===== config.mk =====
export PLATFORM = sky130hd
export DESIGN_NAME = mock1
export DESIGN_NICKNAME = d
export VERILOG_FILES = /design/src/rtl/mock1.sv
export SDC_FILE = /design/constraint.sdc
export NUM_CORES = 1
export LEC_CHECK = 0
export BUFFER_PORTS_ARGS = -buffer_cell sky130_fd_sc_hd__buf_2
export CORE_AREA = 5 5 42 44
export DETAILED_ROUTE_END_ITERATION = 10
export DIE_AREA = 0 0 47 49
export PLACE_DENSITY = 0.39
export SLEW_MARGIN = 20
export SYNTH_ARGS = -nofsm -noshare
export SYNTH_HDL_FRONTEND = slang
export SYNTH_SLANG_ARGS = --single-unit

===== constraint.sdc =====
create_clock -name clk -period 2 [get_ports clk]
set_input_delay 0.2 -clock clk [delete_from_list [all_inputs] [get_ports clk]]
set_output_delay 0.2 -clock clk [all_outputs]
set_load 0.02 [all_outputs]

===== src/rtl/mock1.sv =====
// -----------------------------------------------------------------------------
// mock1 : one-bit ALU slice
//
// Computes one bit of a logic or arithmetic function of A and B. Fi and Cout
// are purely combinational, so several slices can be chained by wiring each
// slice's Cout to the next slice's Ci. Fi_q and Cout_q are registered copies
// of those outputs for synchronous consumers.
//
// Ports
//   clk     in   1  clock; used only by Fi_q/Cout_q
//   rst_n   in   1  asynchronous active-low reset; clears Fi_q/Cout_q
//   Ai      in   1  operand A bit
//   Bi      in   1  operand B bit
//   Ci      in   1  carry-in; used only in arithmetic mode
//   S1      in   1  operation select, MSB
//   S0      in   1  operation select, LSB
//   M       in   1  mode: 0 = logic, 1 = arithmetic
//   Fi      out  1  function result, combinational
//   Cout    out  1  carry-out, combinational (always 0 in logic mode)
//   Fi_q    out  1  Fi registered on posedge clk
//   Cout_q  out  1  Cout registered on posedge clk
// -----------------------------------------------------------------------------
module mock1 (
  input  logic clk,
  input  logic rst_n,
  input  logic Ai,
  input  logic Bi,
  input  logic Ci,
  input  logic S1,
  input  logic S0,
  input  logic M,
  output logic Fi,
  output logic Cout,
  output logic Fi_q,
  output logic Cout_q
);

  logic [1:0] sel_s;
  logic       y_s;
  logic       fi_s;
  logic       cout_s;
  logic       fi_r;
  logic       cout_r;

  assign sel_s = {S1, S0};

  // Full-adder sum and carry. Kept as helpers so both outputs come from the
  // same operands with no chance of the two equations drifting apart.
  function automatic logic fa_sum(input logic a, input logic b, input logic c);
    return a ^ b ^ c;
  endfunction

  function automatic logic fa_carry(input logic a, input logic b, input logic c);
    return (a & b) | (a & c) | (b & c);
  endfunction

  // Second adder operand: B, ~B, constant 0 or constant 1, chosen by select.
  always_comb begin
    y_s = 1'b0;
    case (sel_s)
      2'b00:   y_s = Bi;
      2'b01:   y_s = ~Bi;
      2'b10:   y_s = 1'b0;
      2'b11:   y_s = 1'b1;
      default: y_s = 1'b0;
    endcase
  end

  // Result selection. In logic mode Ci is never read, so an unknown carry-in
  // cannot reach Fi or Cout.
  always_comb begin
    fi_s   = 1'b0;
    cout_s = 1'b0;
    if (M) begin
      fi_s   = fa_sum(Ai, y_s, Ci);
      cout_s = fa_carry(Ai, y_s, Ci);
    end else begin
      cout_s = 1'b0;
      case (sel_s)
        2'b00:   fi_s = Ai & Bi;
        2'b01:   fi_s = Ai | Bi;
        2'b10:   fi_s = Ai ^ Bi;
        2'b11:   fi_s = ~Ai;
        default: fi_s = 1'b0;
      endcase
    end
  end

  // Registered copies for synchronous consumers; reset clears them at once.
  always_ff @(posedge clk or negedge rst_n) begin
    if (!rst_n) begin
      fi_r   <= 1'b0;
      cout_r <= 1'b0;
    end else begin
      fi_r   <= fi_s;
      cout_r <= cout_s;
    end
  end

  assign Fi     = fi_s;
  assign Cout   = cout_s;
  assign Fi_q   = fi_r;
  assign Cout_q = cout_r;

endmodule


Word level (Yosys, flattened, before mapping)
Index checks and enable logic that the tools add are counted.
{ "word_totals": {"regBits": 2, "out_inout_bits": 4, "wordCells": 22} }
{ "classes": {"eq_ne": 3, "muxes": 4, "bitwise_logic": 12, "reduce_logical": 1} }
{ "ops": {"columns": ["cell", "count"], "rows": [
  ["case mux 1 bit (4 select lines)", 2],
  ["AND 1 bit", 4],
  ["== test 2 bit (second input constant)", 2],
  ["OR 1 bit", 3],
  ["bitwise XOR 1 bit", 3],
  ["== test 2 x 1 -> 1 bit (second input constant)", 1],
  ["zero test 2 bit", 1],
  ["2-to-1 mux 1 bit", 2],
  ["NOT 1 bit", 2]
]} }

Longest topological paths before layout
Gate-level depths: netlist of the first run.
{ "depth": {"word_depth": 6, "ltp_mapped": 5, "depth_no_buf": 5} }

Worst setup path after synthesis of the first run
OpenSTA, ideal clock, no wires.
{ "synth_path": {"path_kind": "input port to output port", "startpoint": "input port S1", "endpoint": "output port Fi", "t_arrival_ns": 1.580, "path_slack_ns": 0.220, "cell_stages": 5, "cell_sequence": "nand2b_1 > xnor2_1 > fa_1 > nor2_1 > a311oi_1"} }
{ "synth_between": {"elab_chain_len": 5, "word_cells_on_any_way": 9, "classes_between": "eq/ne (3); mux (3); bitwise (2); reduce/logical (1)"} }
{ "synth_lines": {"columns": ["element", "line_no", "source"], "rows": [
  ["start: declaration", "29", "input logic S1,"],
  ["== test 2 bit, or another cell as far along", "60, 79", null],
  ["case mux 1 bit (4 select lines)", "60", "case (sel_s)"],
  ["bitwise XOR 1 bit (2 in a row)", "50", "return a ^ b ^ c;"],
  ["2-to-1 mux 1 bit (*)", "74", "if (M) begin"],
  ["end: declaration", "32", "output logic Fi,"]
]} }
Mark *: on every way between the ends. The rest lies on a longest branch, timed or not.

Worst setup path in the final report of the first run
Same ends and word-level chain as after synthesis.

==> results of run 1 <==
[cells by family after synthesis]
kind of cell,Yosys count
adder cells (fa/ha/maj),3
AO/OA/AOI/OAI,3
buffers and inverters,3
flip-flops,2
XOR/XNOR,1
AND/OR/NAND/NOR,6
[path summary, 6_finish.rpt]
path                        from      to  depth (start not counted)
max                           S1      Fi                          7
min                           S1    Fi_q                          2
max in group asynchronous  rst_n    Fi_q                          2
min in group asynchronous  rst_n  Cout_q                          2
[power by group]
group / internal, uW / switching [uW] / leakage [uW] / total [uW]
Sequential: 45.5 / 0.808 / 0.0000240 / 46.3
Combinational: 22.5 / 32.2 / 0.000107 / 54.7
Clock: 66.1 / 21.7 / 0.0000138 / 87.8
Total: 134 / 54.7 / 0.000145 / 189
[layout by cell type, fill, tap and decap left out]
master	count
a211oi_2	1
a311oi_1	1
and2_1	1
buf_2	11
clkbuf_4	3
dfrtp_1	2
dlygate4sd3_1	1
fa_1	1
ha_1	2
inv_1	3
nand2_1	2
nand2b_1	1
nor2_1	1
o21ai_0	1
or2_1	1
xnor2_1	1
[area by class of cell]
type | instances | area, sq um | area share
clock buffers | 3 | 22.52 | 0.08072
inverters | 3 | 11.26 | 0.04036
multi-input cells | 13 | 110.1 | 0.3946
flip-flops and latches | 2 | 50.05 | 0.1794
well taps | 16 | 20.02 | 0.07175
repair buffers | 12 | 65.06 | 0.2332
[sequential cells by signal (all words and copies together) (netlist names)]
signal,count
Fi_q,1
Cout_q,1
[per-layer routing]
layer / share of wire / vias up / track usage
li1: - / 89 / -
met1: 0.48 / 65 / 0.04615
met2: 0.33 / 12 / 0.05204
met3: 0.19 / 0 / 0.02583
met4: 0 / 0 / 0.04147
met5: 0 / - / 0
[cells in the mapped netlist, drive strengths merged (2+ instances only)]
cell	instances	area share
ha	2	0.15
dfrtp	2	0.29
inv	3	0.066
nand2	2	0.044
[through the flow]
stage                     hold slack, ns  total power, uW  instances    util  setup slack, ns
final                             0.2394            188.7         49  0.1991           0.1872
after global routing              0.2440            206.7         49  0.1991           0.1072
after CTS                         0.2300            197.4         49  0.1991           0.1746
after detailed placement        -0.01227            101.1         45  0.1759           0.1662
after global placement          -0.01287            101.0         45  0.1759           0.1672
after floorplan                 -0.09559            76.85         18       -           0.2196
[repair_timing]
action / in CTS / in global routing
setup buffers: 0 / 0
hold buffers: 1 / 0
hold endpoints to repair: 2 / 0
==> metrics, run 1 <==
Clock Pin Slew Worst Setup and Hold Paths=about 0.030 ns; worst hold-check path type=input port to flop; count of final max-slew check failures=0; Synth Instances=18; Hold Vio Cnt, Final=0; largest family of logic cells by synthesized area=adder cells; worst-path cell chain=buf_2, nand2b_1, xnor2_1, fa_1, nor2_1, a311oi_1, buf_2; number of DRC markers in iteration 0=0; pin count of the biggest net entering global routing=6; Initial Utilization=0.1223; Die Area=~0.0023 sq mm; Fmax achieved=551.6 MHz; Top Family by Delay on Critical Path=adder cells; Via Count=166; post-layout minimum cycle time=roughly 1.8 ns; slowest stage cell, crit path=fa_1; Cell Area, Placed=~250 sq um; post-synthesis compound-gate area fraction=0.1533; Overall Global Routing Usage=0.04225; vias in the first global route=around 190; Layout area overhead=62.77%; power density over the cells=about 680 mW/mm^2; Crit. End Element=primary output; CTS tree=built; IR drop worst, VDD=between 0.0001 and 0.00015 V; asr flop ratio synth=1.000; EDFF count, synth=0; Ant. Diodes=0; post-synth cell types=13; DR pass1 iterations=1; initial antenna violation count=0; clk root buf=clkbuf_4; CTS Buf Count=3; FP Rows=14; htree depth=1; crit start category=input port; leakage power=between 0.0001 and 0.00015 uW; global-route wire length before repair=around 660 um; Main synth FF type=dfrtp_1; worst-case clock buffer depth=2; final non-filler cell area=around 280 sq um; XOR/XNOR Fraction of Synth Area=0.05109; drt via density=about 3.4; syn_area_per_cell=roughly 9.5 sq um; synthesized area=171.4 sq um; Synth Area in Simple Gates=0.1752; Routed WL=~400 um; Die Y=between 40 and 50 um; status=complete, no violations; Fillers=approximately 170; Crit path arrival time=about 1.6 ns; I/O pin cnt=12; Req. time, crit path=about 1.8 ns; mux cell area share after synthesis=0; Setup TNS Final=0 ns; max-cap viol count=0; CTS-repair resized insts=0; Max FO, Critical Path=3; Core Region=0.001401 sq mm; port buffer count=11; Synth Area in Adders=0.2628; DRT antenna net count=0; Net Count, Synth=29; final global-route overflow total=0; share of cells above drive strength 1=0.4545; fin crit share=0.9064; RSZ-0062 raised after global routing=no; Worst slew margin=0.8022; WS Path Type=input port to primary output; CP Buf/Inv Count=2; Tightest Pin Transition=between 0.2 and 0.3 ns; crit-path most repeated cell=buf_2; Routed WL per cell=roughly 8.2 um; Yosys warnings=0; clock sink count=2; placer congestion estimate=0.6557; die width=47 um; sequential share of the synthesized area=0.2920; flops & latches, synth=2; CP max stage delay=0.48 ns; fin nets=46; DR DRC count=0; Setup violations, final=0
(Power assumes the default switching activity.)
==> inputs of run 2 (changes only) <==
- CELL_PAD_IN_SITES_DETAIL_PLACEMENT: not set -> 1
- CELL_PAD_IN_SITES_GLOBAL_PLACEMENT: not set -> 1
- PLACE_DENSITY: 0.39 -> 0.48
==> metrics, run 2 (synthesis results as in run 1) <==
status=complete, no violations (unchanged); post-layout minimum cycle time=1.854 ns (was 1.813 ns); htree depth=1 (unchanged); Core Region=0.001401 sq mm (unchanged); crit start category=input port (unchanged); final non-filler cell area=279.0 sq um (unchanged); die width=47 um (unchanged); Setup violations, final=0 (unchanged); leakage power=0.0001446 uW (unchanged); Via Count=183 (was 166); CTS Buf Count=3 (unchanged); clk root buf=clkbuf_4 (unchanged); I/O pin cnt=12 (unchanged); global-route wire length before repair=717 um (was 662 um); Layout area overhead=62.77% (unchanged); port buffer count=11 (unchanged); FP Rows=14 (unchanged); worst-case clock buffer depth=2 (unchanged); share of cells above drive strength 1=0.4545 (unchanged); max-cap viol count=0 (unchanged); Setup TNS Final=0 ns (unchanged); Routed WL=474 um (was 400 um); Psw=55.12 uW (was 54.68 uW); WS Path Type=input port to primary output (unchanged); Req. time, crit path=1.80 ns (about the same); share of total power in the clock network=0.460 (was 0.465); Ant. Diodes=0 (unchanged); worst hold-check path type=input port to flop (unchanged); fin crit share=0.9270 (was 0.9064); pin count of the biggest net entering global routing=6 (unchanged); Clock Pin Slew Worst Setup and Hold Paths=0.03 ns (about the same); most common cell after layout, fill and taps aside=buf_2 (unchanged); Crit. End Element=primary output (unchanged); clock sink count=2 (unchanged); most frequent cells in the layout=buf_2 (11), inv_1 (3), clkbuf_4 (3) (unchanged); final global-route overflow total=0 (unchanged); Comb pwr share=0.295 (was 0.290); DR DRC count=0 (unchanged); Die Area=0.002303 sq mm (unchanged); CTS tree=built (unchanged); IR drop worst, VDD=0.0001112 V (was 0.0001473 V); drt via density=3.735 (was 3.388); Tightest Pin Transition=0.3420 ns (was 0.2947 ns); Initial Utilization=0.1223 (unchanged); power density over the cells=677.5 mW/mm^2 (was 676.3 mW/mm^2); Fmax achieved=539.4 MHz (was 551.6 MHz); initial antenna violation count=0 (unchanged); Post-CTS Setup Bufs=0 (unchanged); DR pass1 iterations=2 (was 1); Switching Share=0.2916 (was 0.2898); RSZ-0062 raised after global routing=no (unchanged); Hold Vio Cnt, Final=0 (unchanged); placer congestion estimate=0.6542 (was 0.6557); DRT antenna net count=0 (unchanged); Max FO, Critical Path=3 (unchanged); vias in the first global route=193 (was 194); final core utilization=0.1991 (unchanged); Fillers=181 (was 165); Final HPWL DP=around 440 um; Hold-fix buffers, CTS=1 (unchanged); Overall Global Routing Usage=0.04641 (was 0.04225); Cell Area, Placed=246.5 sq um (unchanged); CTS-repair resized insts=0 (unchanged); number of DRC markers in iteration 0=4 (was 0); count of final max-slew check failures=0 (unchanged); cell internal pwr=133.9 uW (was 134.0 uW); Sequential Power Share=0.245 (about the same); Crit path arrival time=1.65 ns (was 1.61 ns); fin nets=46 (unchanged); Die Y=49 um (unchanged); Worst slew margin=0.7705 (was 0.8022); Routed WL per cell=9.673 um (was 8.163 um)
[run 2: cell counts in the layout (fill, tap and decap cells not counted)]
No cell type changed its count.
[run 2: path summary, 6_finish.rpt]
kind / startpoint / endpoint / cells after the start
max in group asynchronous: rst_n / Fi_q / 2
setup / recovery: S1 / Fi / 7
min in group asynchronous: rst_n / Cout_q / 2
hold / removal: S1 / Fi_q / 2
[run 2: layer usage]
metal / routed length, um / track usage / share of wire
met5: 0 / 0 / 0
met4: 0 / 0.05530 / 0
met3: 80 / 0.01476 / 0.17
met2: 219 / 0.06109 / 0.46
met1: 174 / 0.05033 / 0.37
[run 2: final cells by class]
class                   instances  area [sq um]  share of cell area
clock buffers                   3         22.52             0.08072
well taps                      16         20.02             0.07175
flip-flops and latches          2         50.05              0.1794
repair buffers                 12         65.06              0.2332
inverters                       3         11.26             0.04036
multi-input cells              13         110.1              0.3946
[run 2: power groups by stage]
| stage | combinational (uW) | clock (uW) | sequential, uW |
|---|---|---|---|
| 3_5_place_dp | 55.9 | 0 | 46.8 |
| 3_3_place_gp | 53.3 | 0 | 47.0 |
| 4_1_cts | 57.4 | 93.4 | 46.4 |
| 5_1_grt | 62.5 | 93.9 | 46.5 |
| 6_report | 55.8 | 86.9 | 46.3 |
| 2_1_floorplan | 23.3 | 0 | 53.6 |
[run 2: per-stage QoR]
step           hold slack, ns  setup slack, ns  total power [uW]  cells
2_1_floorplan        -0.09559           0.2196             76.85     18
3_3_place_gp         -0.01673           0.1918             100.3     45
3_5_place_dp         -0.01012           0.1280             102.8     45
4_1_cts                0.2415           0.1280             197.2     49
5_1_grt                0.2561          0.08236             202.9     49
6_report               0.2499           0.1460             189.0     49
[run 2: critical path: stages]
cell	delay, ns
buf_2	0.11
nand2b_1	0.15
xnor2_1	0.14
fa_1	0.48
nor2_1	0.04
a311oi_1	0.30
buf_2	0.24
==> inputs of run 3 (changes only) <==
- CORE_AREA: 5 5 42 44 -> 2 2 39 41
- DIE_AREA: 0 0 47 49 -> 0 0 41 43
==> metrics, run 3 (synthesis results as in run 1) <==
status=complete, no violations (unchanged); post-layout minimum cycle time=1.806 ns (was 1.854 ns); FF+latch area=50.05 sq um (unchanged); Layout area overhead=62.77% (unchanged); worst-case clock buffer depth=2 (unchanged); global-route wire length before repair=731 um (was 717 um); Fillers=174 (was 181); Initial Utilization=0.1239 (was 0.1223); crit-path most repeated cell=buf_2 (unchanged); Max FO, Critical Path=3 (unchanged); Fmax achieved=553.8 MHz (was 539.4 MHz); final core utilization=0.2016 (was 0.1991); Die Y=43 um (was 49 um); busiest grt layer=met4 (was met2); count of final max-slew check failures=0 (unchanged); max-cap viol count=0 (unchanged); clk root buf=clkbuf_4 (unchanged); drt via density=3.714 (was 3.735); most frequent cells in the layout=buf_2 (11), inv_1 (3), clkbuf_4 (3) (unchanged); slowest stage cell, crit path=fa_1 (unchanged); Post-CTS Setup Bufs=0 (unchanged); Worst slew margin=0.8097 (was 0.7705); Die Area=0.001763 sq mm (was 0.002303 sq mm); crit start category=input port (unchanged); DR pass1 iterations=1 (was 2); Multi-input gate area=110.1 sq um (unchanged); Hold Vio Cnt, Final=0 (unchanged); FP Rows=14 (unchanged); Core Region=0.001384 sq mm (was 0.001401 sq mm); htree depth=1 (unchanged); Setup violations, final=0 (unchanged); Global Route met1 Usage=0.07006 (was 0.05033); Crit path arrival time=1.61 ns (was 1.65 ns); Req. time, crit path=1.80 ns (about the same); most common cell after layout, fill and taps aside=buf_2 (unchanged); DP Worst Slack=0.1684 ns (was 0.1280 ns); post-route setup slack=0.1941 ns (was 0.1460 ns); number of DRC markers in iteration 0=0 (was 4); die width=41 um (was 47 um); Hold-fix buffers, CTS=1 (unchanged); fin nets=46 (unchanged); Crit. End Element=primary output (unchanged); pin count of the biggest net entering global routing=6 (unchanged); Cell Area, Placed=246.5 sq um (unchanged); GRT met2 Usage=0.09063 (was 0.06109); Routed WL=444 um (was 474 um); Overall Global Routing Usage=0.06907 (was 0.04641); share of cells above drive strength 1=0.4545 (unchanged); CTS Buf Count=3 (unchanged); I/O pin cnt=12 (unchanged); IR drop worst, VDD=0.0001018 V (was 0.0001112 V); Clock Pin Slew Worst Setup and Hold Paths=0.03 ns (about the same); DRT antenna net count=0 (unchanged); final non-filler cell area=279.0 sq um (unchanged); placer congestion estimate=0.5362 (was 0.6542); CTS tree=built (unchanged); DR DRC count=0 (unchanged); RSZ-0062 raised after global routing=no (unchanged); vias in the first global route=194 (was 193); Tightest Pin Transition=0.2835 ns (was 0.3420 ns); worst hold-check path type=input port to flop (unchanged); Via Count=182 (was 183); WS Path Type=input port to primary output (unchanged); clock sink count=2 (unchanged); final global-route overflow total=0 (unchanged); Routed WL per cell=9.061 um (was 9.673 um); fin crit share=0.9029 (was 0.9270); power density over the cells=690.2 mW/mm^2 (was 677.5 mW/mm^2); initial antenna violation count=0 (unchanged); CTS-repair resized insts=0 (unchanged); met3 Usage GRT=0.01571 (was 0.01476); CP max stage delay=0.48 ns (about the same); worst-path cell chain=buf_2, nand2b_1, xnor2_1, fa_1, nor2_1, a311oi_1, buf_2 (unchanged); port buffer count=11 (unchanged); leakage power=0.0001446 uW (unchanged); Setup TNS Final=0 ns (unchanged); Ant. Diodes=0 (unchanged)
run 3: final timing paths:
path | end | slack (ns) | depth (start not counted) | startpoint
worst max-delay path | Fi | 0.19 | 7 | S1
worst min-delay path | Fi_q | 0.24 | 2 | S1
max in group asynchronous | Fi_q | 1.61 | 2 | rst_n
min in group asynchronous | Cout_q | 0.29 | 2 | rst_n
run 3: report_power, final:
part	switching (uW)	total [uW]	leakage [uW]	internal, uW
Combinational	32.7	55.0	0.000107	22.3
Clock	24.9	91.3	0.0000138	66.4
Sequential	0.792	46.2	0.0000240	45.4
run 3: worst max-delay path, delay by kind of cell:
kind | cells | cell delay [ns]
buffers and inverters | 2 | 0.35
AND/OR/NAND/NOR | 2 | 0.19
AO/OA/AOI/OAI | 1 | 0.25
XOR/XNOR | 1 | 0.14
adder cells (fa/ha/maj) | 1 | 0.48
run 3: cell type report:
type,instances,share of cell area
Inverter,3,0.04036
Multi-Input combinational cell,13,0.3946
Clock buffer,3,0.08072
Sequential cell,2,0.1794
Timing Repair Buffer,12,0.2332
Tap cell,16,0.07175
run 3: through the flow:
| stage | instances | hold WS, ns | total power, uW |
|---|---|---|---|
| 2_1_floorplan | 18 | -0.09559 | 76.85 |
| 3_3_place_gp | 45 | -0.01696 | 99.68 |
| 3_5_place_dp | 45 | -0.01285 | 101.2 |
| 4_1_cts | 49 | 0.2356 | 201.5 |
| 5_1_grt | 49 | 0.2594 | 212.7 |
| 6_report | 49 | 0.2386 | 192.6 |
run 3: metal layers:
layer / vias up / wire (um)
li1: 88 / -
met1: 84 / 176
met2: 10 / 204
met3: 0 / 63
met4: 0 / 0
met5: - / 0
